### config.mk
export PLATFORM = sky130hd
export DESIGN_NAME = multisim_push_packer
export DESIGN_NICKNAME = d
export VERILOG_FILES = /design/src/rtl/multisim_packer_pkg.sv /design/src/rtl/multisim_pack_slot.sv /design/src/rtl/multisim_push_packer.sv
export SDC_FILE = /design/constraint.sdc
export NUM_CORES = 1
export LEC_CHECK = 0
export ABC_CLOCK_PERIOD_IN_PS = 4300
export CAP_MARGIN = 15
export CORE_AREA = 2 2 145 147
export CTS_CLUSTER_SIZE = 24
export DETAILED_ROUTE_END_ITERATION = 10
export DIE_AREA = 0 0 147 149
export SYNTH_ARGS = -nofsm -noshare
export SYNTH_HDL_FRONTEND = slang
export SYNTH_SLANG_ARGS = --single-unit
### constraint.sdc
create_clock -name clk -period 4.3 [get_ports clk]
set_clock_uncertainty 0.05 [all_clocks]
set_input_delay 0.645 -clock clk [delete_from_list [all_inputs] [get_ports clk]]
set_output_delay 0.645 -clock clk [all_outputs]
set_load 0.1 [all_outputs]
### src/rtl/multisim_packer_pkg.sv
// Shared types and helpers for the multisim push packer.
package multisim_packer_pkg;

  // Assembly FSM: FILL accepts beats, HOLD parks a finished word while the
  // output slot is still occupied.
  typedef enum logic [0:0] {
    PK_FILL = 1'b0,
    PK_HOLD = 1'b1
  } packer_state_e;

  // Width of the beat-count field that tags each packed word (1..beats).
  function automatic int pk_cnt_w(input int beats);
    return $clog2(beats + 1);
  endfunction

endpackage

### src/rtl/multisim_pack_slot.sv
// Output holding register for the packer: one word with valid/ready.
// A word is only loaded while the slot is free, so the held word never
// changes under backpressure.
module multisim_pack_slot #(
  parameter int WIDTH = 67
) (
  input  logic             clk,
  input  logic             rst_n,
  input  logic             load,
  input  logic [WIDTH-1:0] load_data,
  output logic             out_vld,
  input  logic             out_rdy,
  output logic [WIDTH-1:0] out_data,
  output logic             free
);

  // The slot can take a new word when it is empty or being drained this cycle.
  assign free = !out_vld || out_rdy;

  // Load replaces the word (valid stays high); a drain with no load empties it.
  // NOTE: sequential state uses non-blocking (<=) so every flop samples
  // pre-edge values regardless of block evaluation order.
  always_ff @(posedge clk or negedge rst_n) begin
    if (!rst_n) begin
      out_vld  <= 1'b0;
      out_data <= '0;
    end else if (load) begin
      out_vld  <= 1'b1;
      out_data <= load_data;
    end else if (out_rdy) begin
      out_vld  <= 1'b0;
    end
  end

endmodule

### src/rtl/multisim_push_packer.sv
// Stream packer feeding the multisim server push stage. Collects up to BEATS
// narrow beats into one wide word tagged with its beat count. One assembly
// register plus one output slot let the next word assemble while the current
// one waits on backpressure.
module multisim_push_packer
  import multisim_packer_pkg::*;
#(
  parameter  int IN_WIDTH  = 16,
  parameter  int BEATS     = 4,
  localparam int CNT_W     = pk_cnt_w(BEATS),
  localparam int OUT_WIDTH = CNT_W + IN_WIDTH * BEATS
) (
  input  logic                 clk,
  input  logic                 rst_n,
  input  logic                 in_vld,
  output logic                 in_rdy,
  input  logic [IN_WIDTH-1:0]  in_data,
  input  logic                 in_last,
  output logic                 out_vld,
  input  logic                 out_rdy,
  output logic [OUT_WIDTH-1:0] out_data,
  output logic [31:0]          words_out
);

  localparam int IDX_W = $clog2(BEATS);

  packer_state_e                      state;
  logic [IDX_W-1:0]                   idx;
  logic [BEATS-1:0][IN_WIDTH-1:0]     lanes;
  logic [BEATS-1:0][IN_WIDTH-1:0]     lanes_merged;
  logic [CNT_W-1:0]                   hold_cnt;
  logic [CNT_W-1:0]                   beat_cnt;
  logic                               beat_fire;
  logic                               completing;
  logic                               slot_free;
  logic                               slot_load;
  logic [OUT_WIDTH-1:0]               slot_data;

  // Ready is a pure decode of the state register, independent of in_vld.
  assign in_rdy     = (state == PK_FILL);
  assign beat_fire  = in_vld && in_rdy;
  assign completing = (idx == IDX_W'(BEATS - 1)) || in_last;
  assign beat_cnt   = CNT_W'(idx) + CNT_W'(1);

  // Assembly lanes with the incoming beat dropped into its lane.
  // NOTE: every always_comb output gets a default first, so no path leaves
  // a signal unassigned and no latch is inferred.
  always_comb begin
    lanes_merged      = lanes;
    lanes_merged[idx] = in_data;
  end

  // Decide when a finished word moves into the output slot, and which word.
  always_comb begin
    slot_load = 1'b0;
    slot_data = '0;
    case (state)
      PK_FILL: begin
        if (beat_fire && completing && slot_free) begin
          slot_load = 1'b1;
          slot_data = {beat_cnt, lanes_merged};
        end
      end
      PK_HOLD: begin
        if (slot_free) begin
          slot_load = 1'b1;
          slot_data = {hold_cnt, lanes};
        end
      end
      default: begin
        slot_load = 1'b0;
      end
    endcase
  end

  // Assembly FSM: writes lanes, advances idx, parks a word in HOLD when the
  // slot is busy and releases it once the slot frees.
  // NOTE: the assembly lanes are reset to zero on purpose; unused lanes of a
  // short word must read as zero, and reset must discard any partial word.
  always_ff @(posedge clk or negedge rst_n) begin
    if (!rst_n) begin
      state    <= PK_FILL;
      idx      <= '0;
      lanes    <= '0;
      hold_cnt <= '0;
    end else begin
      case (state)
        PK_FILL: begin
          if (beat_fire) begin
            if (!completing) begin
              lanes <= lanes_merged;
              idx   <= idx + IDX_W'(1);
            end else if (slot_free) begin
              lanes <= '0;
              idx   <= '0;
            end else begin
              lanes    <= lanes_merged;
              hold_cnt <= beat_cnt;
              state    <= PK_HOLD;
            end
          end
        end
        PK_HOLD: begin
          if (slot_free) begin
            lanes <= '0;
            idx   <= '0;
            state <= PK_FILL;
          end
        end
        default: begin
          state <= PK_FILL;
        end
      endcase
    end
  end

  // Count output handshakes; wraps naturally at 2^32.
  always_ff @(posedge clk or negedge rst_n) begin
    if (!rst_n) begin
      words_out <= '0;
    end else if (out_vld && out_rdy) begin
      words_out <= words_out + 32'd1;
    end
  end

  multisim_pack_slot #(
    .WIDTH (OUT_WIDTH)
  ) u_slot (
    .clk       (clk),
    .rst_n     (rst_n),
    .load      (slot_load),
    .load_data (slot_data),
    .out_vld   (out_vld),
    .out_rdy   (out_rdy),
    .out_data  (out_data),
    .free      (slot_free)
  );

endmodule

# --- After elaboration in Yosys (flattened, before gate mapping) ---
# Cells that the tools add are included.
word_totals:
  out_inout_bits: 101
  in_bits: 21
  regBits: 170
classes:
  n_eq_ne: 3
  muxes: 24
  reduce_logical: 11
  bitwise_logic: 2
  add_sub_neg: 3
  n_lt_le_gt_ge: 2
op_table:
  columns: ["operator", "n"]
  rows:
  - ["$mux W64", 4]
  - ["$mux W67", 2]
  - ["$pmux W67 S2", 1]
  - ["$pmux W64 S2", 1]
  - ["$bwmux W64", 1]
  - ["$add A32 B1 Y32 const B", 1]
  - ["$demux W16 S2", 1]
  - ["$mux W16", 1]
  - ["$mux W1", 7]
  - ["$mux W2", 3]
  - ["$logic_and A1 B1 Y1", 5]
  - ["$ne A2 B1 Y1 const B", 2]
  - ["$pmux W1 S2", 2]
  - ["$pmux W2 S2", 1]
  - ["$reduce_and A4 Y1", 1]
  - ["$add A2 B1 Y3 const B", 1]
  - ["$lt A2 B3 Y1 const B", 1]
  - ["$add A2 B1 Y2 const B", 1]
  - ["$eq A2 B2 Y1 const B", 1]
  - ["$ge A2 B1 Y1 const B", 1]
  - ["$logic_or A1 B1 Y1", 2]
  - ["$not A1 Y1", 2]
  - ["$reduce_and A2 Y1", 1]
  - ["$reduce_bool A2 Y1", 1]
  - ["$logic_not A1 Y1", 1]

# --- Longest topological paths before layout ---
depth:
  ltp_word: 9
  mapped_depth: 7
  mapped_depth_nobuf: 5

# --- Cells and area by module ---
# Synthesis repeated with hierarchy kept, for this count alone.
unflattened:
  cells_unflattened: 578
  hier_area_um2: 7633.6
by_module_without_submodules:
  columns: ["mod", "seq_area_each_um2", "cells_per_inst", "area_each_um2", "n_inst"]
  rows:
  - ["multisim_push_packer", 2552.4, 433, 5028.6, 1]
  - ["multisim_pack_slot", 1701.6, 145, 2605.0, 1]

# --- Least setup slack after synthesis ---
# OpenSTA, ideal clock, no wires.
synth_timing:
  path_type: "register to register"
  startpoint: "register words_out[0]"
  endpoint: "register words_out[28]"
  path_stages_with_launch: 7
  setup_slack_ps: 1890
  required_time_ps: 4091
  setup_ps: 159
  path_buffers: 1
  arrival_time_ps: 2201
  cell_sequence: "dfrtp_1 > ha_1 > nand3_1 > nor4_1 > buf_2 > nand4_1 > xnor2_1"
synth_via:
  elab_chain_cells: 1
synth_lines:
  columns: ["item", "line", "text"]
  rows:
  - ["start, declared", "multisim_push_packer.sv:22", "output logic [31:0] words_out"]
  - ["start signal, assigned", "multisim_push_packer.sv:122", "words_out <= words_out + 32'd1;"]
  - ["$add A32 B1 Y32", "multisim_push_packer.sv:122", null]
# Every way passes these cells.
# A chain may end at the register's enable or synchronous reset.

# --- Worst setup path in the final report ---
layout_timing:
  startpoint: "register state"
  endpoint: "output in_rdy"
layout_via:
  elab_chain_cells: 1
layout_lines:
  columns: ["item", "line", "text"]
  rows:
  - ["start, declared", "multisim_push_packer.sv:27", "packer_state_e state;"]
  - ["start signal, assigned", "multisim_push_packer.sv:82", "state <= PK_FILL;"]
  - ["start signal, assigned", "multisim_push_packer.sv:99", "state <= PK_HOLD;"]
  - ["start signal, assigned", "multisim_push_packer.sv:107", "state <= PK_FILL;"]
  - ["$not A1 Y1", null, null]
  - ["end, declared", "multisim_push_packer.sv:16", "output logic in_rdy,"]
# Every way passes these cells.

==> flow_summary.toml <==
[power_and_ir_drop]
peakVddDrop_mv = 0.467
switching_power_mw = 3.25
combPwrFrac = 0.442
clkPwrFrac = 0.233
total_power_mw = 6.88
intPower_mw = 3.64
sequentialPowerShare = 0.325
cellLeakagePower_nw = 4.23
powerDensity_nw_per_um2 = 756
swShare = 0.472

[clocking]
cts_made_buffers = 17
cts_tree = "yes"
cts_buffer_depth = 2
clkSlewWorstSetupHoldPaths_ps = 70
insertion_delay_ps = 420
post-cts-setup-buffer-count = 0
ctsHoldBuffers = 0
cts-resized-gates = 0
root_buffer = "clkbuf_16"
h-tree-depth = 4
numClockSinks = 170

[logic_synthesis]
ys_warn_count = 0
syn_avg_cell_area_um2 = 12.9
syn_area_um2 = 7050
syn_nets = 572
ys.flop_type = "dfrtp_1"
synth_cell_types = 37
async_flop_share = 1.00
ys_ff_latch = 170
synth_edf_count = 0
ys_seq_area_frac = 0.604
syn_inst = 546

[sta]
setup_tns_ps = 0
period_needed_ps = 2970
relSlewSlack = 0.282
worst_pin_slew_ps = 1070
finalCritPeriodShare = 0.690
fin_ws_ps = 1330
finalSetupViolations = 0
hold_viol = 0
drv_slew = 0
rsz0062_at_grt = "false"
fmax_mhz = 337

[die]
num_rows = 53
start_util = 0.343
core_area_um2 = 20600
die_y_um = 149
pin_count = 122
die_w_um = 147
die_area_um2 = 21900

[worst_hold_path]
min_path_type = "in -> async"

[run]
max_cap_violations = 0

[critical_path]
timing.rr.start = "idx[0]"
cp_max_fo = 8
crit_chain = "inv_1 > clkdlybuf4s50_1"
ff2ff_path_depth = 6
critPathArrivalTime_ps = 2270
critical_path_class = "reg -> out"
r2r-end = "u_slot.out_data[56]"
crit_path_start_kind = "flop"
required_ps = 3610
reg2reg_slack_ps = 1440
max_stage_delay_ps = 1190
end_kind = "output port"
cpMaxStageDelayCell = "clkdlybuf4s50_1"

[global_route]
overflow = 0
gr-usage-all-layers = 0.180
grt_pass1_vias = 5212
grt_max_degree = 102
grt_antenna_before_repair = 0
grt_first_pass_wirelength_mm = 30.7

[finish]
syn2layout_area_growth_pct = 29.1
finalNetCount = 677
insertedDiodeCount = 0
fin_area_um2 = 9100
drive_gt1_frac = 0.0843
final_util = 0.443
final_common_cell = "dfrtp_1"
final_cell_mix = "dfrtp_1, clkdlybuf4s50_1, and3_1"

[placed_design]
gp_congestion = 0.801
dp_hpwl_mm = 12.6
portBuffers = 121
pre_cts_slack_ps = 1320
place_area_um2 = 8480

[detailed_routing]
wirelength_mm = 19.3
drc = 0
post_drt_wl_per_cell_um = 20.6
ant_nets = 0
detail_route.vias_per_cell = 5.54
first_iter_violations = 571
drt_first_pass_iters = 5
vias = 5201

[run_status]
run_status = "finished, final reports clean"
worst max-delay path by stage:
| stage | start | endpoint | cells after the start |
|---|---|---|---|
| after floorplan | words_out[0] | words_out[28] | 6 |
| after global placement | out_rdy | words_out[22] | 5 |
| after detailed placement | out_rdy | u_slot.out_data[22] | 5 |
| after CTS | state | in_rdy | 2 |
| after global routing | idx[0] | u_slot.out_data[8] | 6 |
| final | state | in_rdy | 2 |
final cells by class:
cell class / count / area (µm²)
fillers: 1846 / 11500
multi-input cells: 330 / 2590
well taps: 275 / 344
flip-flops and latches: 170 / 4250
clock inverters: 12 / 161
repair buffers: 124 / 1260
inverters: 8 / 30.0
clock buffers: 20 / 457
sequential cells by signal, summed over array words and instances (netlist names):
name / cells
hold_cnt: 3
idx: 2
lanes: 64
state: 1
u_slot.out_data: 67
u_slot.out_vld: 1
words_out: 32
cell usage after synthesis (2+ instances only):
cell | number | area share
xor2_1 | 4 | 0.0050
xnor2_1 | 27 | 0.034
clkbuf_2 | 3 | 0.0021
and4_1 | 2 | 0.0025
nor3_1 | 3 | 0.0021
nand3_1 | 15 | 0.011
ha_1 | 5 | 0.0089
o21ai_0 | 2 | 0.0014
o21ai_1 | 2 | 0.0014
nor2_1 | 9 | 0.0048
and2_1 | 3 | 0.0027
buf_2 | 14 | 0.0099
nor4_1 | 2 | 0.0018
dfrtp_1 | 170 | 0.60
or2_2 | 2 | 0.0018
o21ai_2 | 8 | 0.0099
nand2_1 | 13 | 0.0069
a221o_1 | 66 | 0.094
nand4_1 | 12 | 0.011
and3_1 | 72 | 0.064
a22o_1 | 65 | 0.081
buf_4 | 8 | 0.0085
a21oi_1 | 5 | 0.0036
mux2_2 | 2 | 0.0032
clkbuf_1 | 13 | 0.0069
inv_1 | 8 | 0.0043
critical path: cells and delay by family (launching register included):
kind                   cells  cell delay, ps
buffers and inverters      2            1360
DFF                        1             490
kinds of logic (layout without fill, tap and decap cells):
logic type | after synthesis | count (layout) | share of synthesized area
XOR/XNOR | 31 | 31 | 0.0385
flip-flops | 170 | 170 | 0.604
multiplexers | 3 | 3 | 0.00462
AO/OA/AOI/OAI | 150 | 150 | 0.193
adder cells (fa/ha/maj) | 5 | 5 | 0.00888
AND/OR/NAND/NOR | 141 | 141 | 0.119
buffers and inverters | 46 | 164 | 0.0318
per-layer routing:
layer	GRT usage	routed length (µm)	up-vias
met5	0	0	-
met4	0.0577	350	0
met3	0.0330	928	19
met2	0.271	8700	179
met1	0.263	9370	2674
li1	-	-	2329
power by group through the flow:
stage / combinational, mW / sequential (mW) / clock [mW]
floorplan: 0.586 / 3.89 / 0
global placement: 3.01 / 2.25 / 0
detailed placement: 3.05 / 2.25 / 0
CTS: 3.06 / 2.23 / 1.63
global route: 3.16 / 2.27 / 1.70
finish: 3.04 / 2.23 / 1.60
stage by stage:
| step | hold slack, ps | instances |
|---|---|---|
| detailed placement | 432 | 907 |
| global placement | 416 | 907 |
| CTS | 320 | 939 |
| finish | 276 | 939 |
| floorplan | 299 | 546 |
| global route | 356 | 939 |
Note: power is estimated with default switching activity, not from simulation.
